**src/rtl/instruction_fetch.sv**
```systemverilog
// rtl/instruction_fetch.sv - IF stage: fetch FSM, one-outstanding imem handshake, IF/ID register
// Optional feature macro: IF_PERF_CNT_EN (adds fetch_cnt/drop_cnt outputs)
module instruction_fetch #(
  parameter logic [31:0] RESET_ADDR = 32'h0000_0000,
  parameter logic [31:0] NOP_INST   = 32'h0000_0013
) (
  input  logic        clk,
  input  logic        rst_n,
  input  logic        clk_en,
  input  logic        stall,
  input  logic        branch_taken,
  input  logic [31:0] jump_addr,
  output logic        imem_req,
  output logic [31:0] imem_addr,
  input  logic        imem_gnt,
  input  logic        imem_rvalid,
  input  logic [31:0] imem_rdata,
  output logic [31:0] inst,
  output logic [31:0] pc,
  output logic        inst_valid
`ifdef IF_PERF_CNT_EN
  ,
  output logic [31:0] fetch_cnt,
  output logic [31:0] drop_cnt
`endif
);

  typedef enum logic [2:0] {
    F_IDLE = 3'd0,
    F_REQ  = 3'd1,
    F_WAIT = 3'd2,
    F_HOLD = 3'd3,
    F_DROP = 3'd4
  } fetch_state_e;

  fetch_state_e state_q, state_d;
  logic [31:0]  pc_q, pc_d;
  logic [31:0]  req_pc_q, req_pc_d;
  logic [31:0]  buf_inst_q, buf_inst_d;
  logic [31:0]  buf_pc_q, buf_pc_d;
  logic [31:0]  inst_q, inst_d;
  logic [31:0]  out_pc_q, out_pc_d;
  logic         valid_q, valid_d;
  logic         capture;
  logic [31:0]  cap_inst;
  logic [31:0]  cap_pc;

  always_comb begin
    state_d    = state_q;
    pc_d       = pc_q;
    req_pc_d   = req_pc_q;
    buf_inst_d = buf_inst_q;
    buf_pc_d   = buf_pc_q;
    inst_d     = stall ? inst_q  : NOP_INST;
    out_pc_d   = out_pc_q;
    valid_d    = stall ? valid_q : 1'b0;
    capture    = 1'b0;
    cap_inst   = imem_rdata;
    cap_pc     = req_pc_q;

    case (state_q)
      F_IDLE: state_d = F_REQ;
      F_REQ: begin
        if (imem_gnt) begin
          req_pc_d = pc_q;
          pc_d     = pc_q + 32'd4;
          state_d  = F_WAIT;
        end
      end
      F_WAIT: begin
        if (imem_rvalid) begin
          if (stall) begin
            buf_inst_d = imem_rdata;
            buf_pc_d   = req_pc_q;
            state_d    = F_HOLD;
          end else begin
            capture = 1'b1;
            state_d = F_REQ;
          end
        end
      end
      F_HOLD: begin
        if (!stall) begin
          capture  = 1'b1;
          cap_inst = buf_inst_q;
          cap_pc   = buf_pc_q;
          state_d  = F_REQ;
        end
      end
      F_DROP: begin
        if (imem_rvalid) state_d = F_REQ;
      end
      default: state_d = F_IDLE;
    endcase

    // A redirect squashes whatever is in flight; an already-granted request becomes stale.
    if (branch_taken) begin
      pc_d    = jump_addr & ~32'h3;
      capture = 1'b0;
      case (state_q)
        F_IDLE:  state_d = F_IDLE;
        F_REQ:   state_d = imem_gnt    ? F_DROP : F_REQ;
        F_WAIT:  state_d = imem_rvalid ? F_REQ  : F_DROP;
        F_HOLD:  state_d = F_REQ;
        F_DROP:  state_d = imem_rvalid ? F_REQ  : F_DROP;
        default: state_d = F_IDLE;
      endcase
    end

    if (capture) begin
      inst_d   = cap_inst;
      out_pc_d = cap_pc;
      valid_d  = 1'b1;
    end else if (branch_taken) begin
      inst_d  = NOP_INST;
      valid_d = 1'b0;
    end
  end

  always_ff @(posedge clk) begin
    if (!rst_n) begin
      state_q    <= F_IDLE;
      pc_q       <= RESET_ADDR;
      req_pc_q   <= 32'd0;
      buf_inst_q <= 32'd0;
      buf_pc_q   <= 32'd0;
      inst_q     <= NOP_INST;
      out_pc_q   <= 32'd0;
      valid_q    <= 1'b0;
    end else if (clk_en) begin
      state_q    <= state_d;
      pc_q       <= pc_d;
      req_pc_q   <= req_pc_d;
      buf_inst_q <= buf_inst_d;
      buf_pc_q   <= buf_pc_d;
      inst_q     <= inst_d;
      out_pc_q   <= out_pc_d;
      valid_q    <= valid_d;
    end
  end

  assign imem_req   = (state_q == F_REQ);
  assign imem_addr  = pc_q;
  assign inst       = inst_q;
  assign pc         = out_pc_q;
  assign inst_valid = valid_q;

`ifdef IF_PERF_CNT_EN
  logic        discard;
  logic [31:0] fetch_cnt_q, drop_cnt_q;

  assign discard = imem_rvalid &&
                   ((state_q == F_DROP) || (state_q == F_WAIT && branch_taken));

  always_ff @(posedge clk) begin
    if (!rst_n) begin
      fetch_cnt_q <= 32'd0;
      drop_cnt_q  <= 32'd0;
    end else if (clk_en) begin
      if (capture) fetch_cnt_q <= fetch_cnt_q + 32'd1;
      if (discard) drop_cnt_q  <= drop_cnt_q + 32'd1;
    end
  end

  assign fetch_cnt = fetch_cnt_q;
  assign drop_cnt  = drop_cnt_q;
`endif

endmodule

```
**config.mk**
```make
export PLATFORM = sky130hd
export DESIGN_NAME = instruction_fetch
export DESIGN_NICKNAME = d
export VERILOG_FILES = /design/src/rtl/instruction_fetch.sv
export SDC_FILE = /design/constraint.sdc
export NUM_CORES = 1
export LEC_CHECK = 0
export ABC_AREA = 1
export CAP_MARGIN = 25
export CORE_ASPECT_RATIO = 0.6
export CORE_MARGIN = 1.5
export CORE_UTILIZATION = 25
export CTS_CLUSTER_SIZE = 28
export DETAILED_ROUTE_END_ITERATION = 12
export PLACE_DENSITY = 0.58
export SYNTH_ARGS = -nofsm -noshare
export SYNTH_HDL_FRONTEND = slang
export SYNTH_SLANG_ARGS = --single-unit
```
**constraint.sdc**
```tcl
create_clock -name clk -period 1.57 [get_ports clk]
set_clock_uncertainty 0.15 [all_clocks]
set_input_delay 0.157 -clock clk [delete_from_list [all_inputs] [get_ports clk]]
set_output_delay 0.157 -clock clk [all_outputs]
set_load 0.01 [all_outputs]
```
==> impl_metrics.ini <==
[pwr]
power.leakage_nw = 6.41
p_per_area_nw_per_um2 = 743
vdd_drop_max_mv = 0.730
p_total_mw = 11.9

[yosys]
synthArstFlopShare_pct = 0
synth-seq-cells = 192
yosysWarnings = 0
avgSynthCellArea_um2 = 6.77
synthCells = 1369
synth_area_um2 = 9260
synth_top_area_share_pct = 41.5
synthTopCellsByArea = dfxtp_1 41%, nand2_1 15%, o21ai_0 9.5%
synth_largest_area_cell = dfxtp_1
synth_edf_count = 0
synth_cell_types = 36
seq_area_frac_synth_pct = 41.5
ys.flop_type = dfxtp_1

[cells_and_area]
fillers = 3483
syn_to_final_growth_pct = 72.5
fin_nets = 1754
multi_input_area_um2 = 6310
seqCellArea_um2 = 3900
drive_above_1_share_pct = 35.6

[grt]
grt_max_degree = 56
antenna_found_initial = 1
overflow = 0
grt_pass1_vias = 10016
track_usage_pct = 19.5
grt_pass1_wl_um = 57400

[clock_tree]
cts_buffers = 17
htree_levels = 4
clkLatencyLatePin_ps = 460
cts_sinks = 192
cts_tree = done
clkTransAtPathRegs_ps = 70
cts-root-buf = clkbuf_16
clk_path_buf_depth = 2

[setup_path]
cpPeakStageDelay_ps = 360
slowest_stage = dfxtp_4
cp_max_fo = 7
path_cells = buf_6 -> nor3_4 -> buf_6 -> nand3_4 -> nand2_8 -> buf_6 -> buf_6 -> nand2_1 -> a21oi_1
cp-start-kind = flop
endpoint_kind = flop
arrival_ps = 2080
worstSetupPathType = reg2reg
required_ps = 1790
cp_common_cell = buf_6

[detailed_routing]
drc = 0
wl_um = 38700
drtIter0Drc = 727
via_count = 10408
ant_nets = 0
wl_per_cell_um = 17.8
viasPerCell = 4.79
first_pass_iters = 5

[placement]
hpwl_um = 22500
place.gp.congestion = 0.898
io_buffers = 164

[worst_hold_path]
worstHoldPathType = in2reg

[sta]
layout_setup_ws_ps = -293
timing.final.crit_share_pct = 119
max_slew_margin_pct = 57.5
period_minus_slack_ps = 1860
finalSetupViolCount = 191
hold-worst-slack_ps = 76.5
slew_violations = 0
max_freq_ghz = 0.537
final_hold_viol_count = 0
rsz0062_at_grt = yes
worst_slew_pin_slew_ps = 638
tns_ps = -30330

[die]
initial_core_util_pct = 25.4
die_w_um = 252
core_um2 = 36400
ios = 169
fp.dieArea_um2 = 38300
num_rows = 54
die_h_um = 152

[outcome]
status = finished, violations left
violations = setup timing

[flow_run]
drv_cap = 0
## routing by layer
metal / wire (um) / track usage [%] / up-vias
met5: 0 / 0 / -
met4: 491 / 4.82 / 0
met3: 1860 / 4.37 / 30
met2: 17300 / 29.4 / 218
met1: 19000 / 27.8 / 5054
li1: - / - / 5106
## registers in the layout, indices dropped and copies added (netlist names)
name	count
buf_inst_q	32
buf_pc_q	32
inst	32
pc	32
imem_addr	30
req_pc_q	30
state_q	3
inst_valid	1
## worst paths after layout
kind	start	end	slack (ps)	depth (start not counted)
setup reg to reg	state_q[2]$_SDFFE_PN0P_	imem_addr[12]$_SDFFE_PN0P_	-290	9
hold / removal	stall	pc[1]$_SDFFE_PN0P_	80	5
setup / recovery	state_q[2]$_SDFFE_PN0P_	imem_addr[12]$_SDFFE_PN0P_	-290	9
hold reg to reg	buf_pc_q[0]$_SDFFE_PN0P_	buf_pc_q[0]$_SDFFE_PN0P_	290	2
## logic make-up after synthesis
logic type,synth area share [%]
flip-flops,41.5
other,0.0405
AND/OR/NAND/NOR,28.2
multiplexers,3.24
buffers and inverters,7.58
AO/OA/AOI/OAI,19.3
adder cells (fa/ha/maj),0.135
## synthesized netlist by cell type (5+ instances only)
cell,instances
a21oi_1,158
buf_2,25
buf_4,6
clkbuf_1,53
dfxtp_1,192
inv_1,71
mux2i_1,30
nand2_1,374
nand3_1,41
nor2_1,138
o21ai_0,175
o21ai_1,7
o31ai_1,5
or2_0,60
## cells in the final DEF (no fill, tap or decap), drive strengths merged
| cell | instances |
|---|---|
| bufbuf | 4 |
| or2 | 61 |
| dlygate4sd3 | 1 |
| and2 | 1 |
| conb | 2 |
| nand3 | 43 |
| o31ai | 5 |
| inv | 77 |
| clkdlybuf4s50 | 66 |
| buf | 210 |
| dfxtp | 192 |
| dlygate4sd2 | 69 |
| a31oi | 2 |
| o211ai | 2 |
| nand2 | 378 |
| ha | 1 |
| clkinvlp | 4 |
| o21ai | 182 |
| a21oi | 159 |
| o22ai | 1 |
| clkdlybuf4s15 | 15 |
| clkbuf | 33 |
| clkinv | 9 |
| mux2i | 30 |
| a211oi | 1 |
| nor3 | 3 |
| diode | 1 |
| nor2 | 141 |
| nand4 | 2 |
| bufinv | 1 |
## power by group
part	internal (mW)	total (mW)	switching, mW	leakage [nW]
Sequential	4.99	5.10	0.109	1.57
Combinational	1.14	2.44	1.30	4.58
Clock	2.24	4.33	2.09	0.268
## critical path: cells and delay by family (launching register included)
family | cells | cell delay, ps
flip-flops | 1 | 360
buffers and inverters | 4 | 520
AO/OA/AOI/OAI | 1 | 160
AND/OR/NAND/NOR | 4 | 580
## layout make-up
type                    count  share of cell area [%]
well taps                 476                    3.73
inverters                  77                    2.11
repair buffers            378                    26.7
flip-flops and latches    192                    24.4
clock inverters            12                   0.689
repair inverters            2                   0.141
multi-input cells        1014                    39.5
diodes                      1                  0.0157
clock buffers              20                    2.79
## metrics by stage
step	utilization, %	instances	worst slack (ps)	cell area, um2
floorplan	-	1370	-17.1	9310
global placement	33.7	2051	-285	12300
detailed placement	33.7	2051	-345	12300
CTS	40.7	2163	-222	14800
global route	43.9	2172	-356	16000
finish	43.9	2172	-293	16000
## what timing repair did
item	in CTS	in global routing
setup endpoints to repair	283	214
endpoints found under the hold margin	3	0
resized for setup	439	375
setup buffers	47	21
gates cloned	33	5
pin swaps	87	145
hold buffers	1	0
No activity file was read; power rests on OpenSTA's default activity.
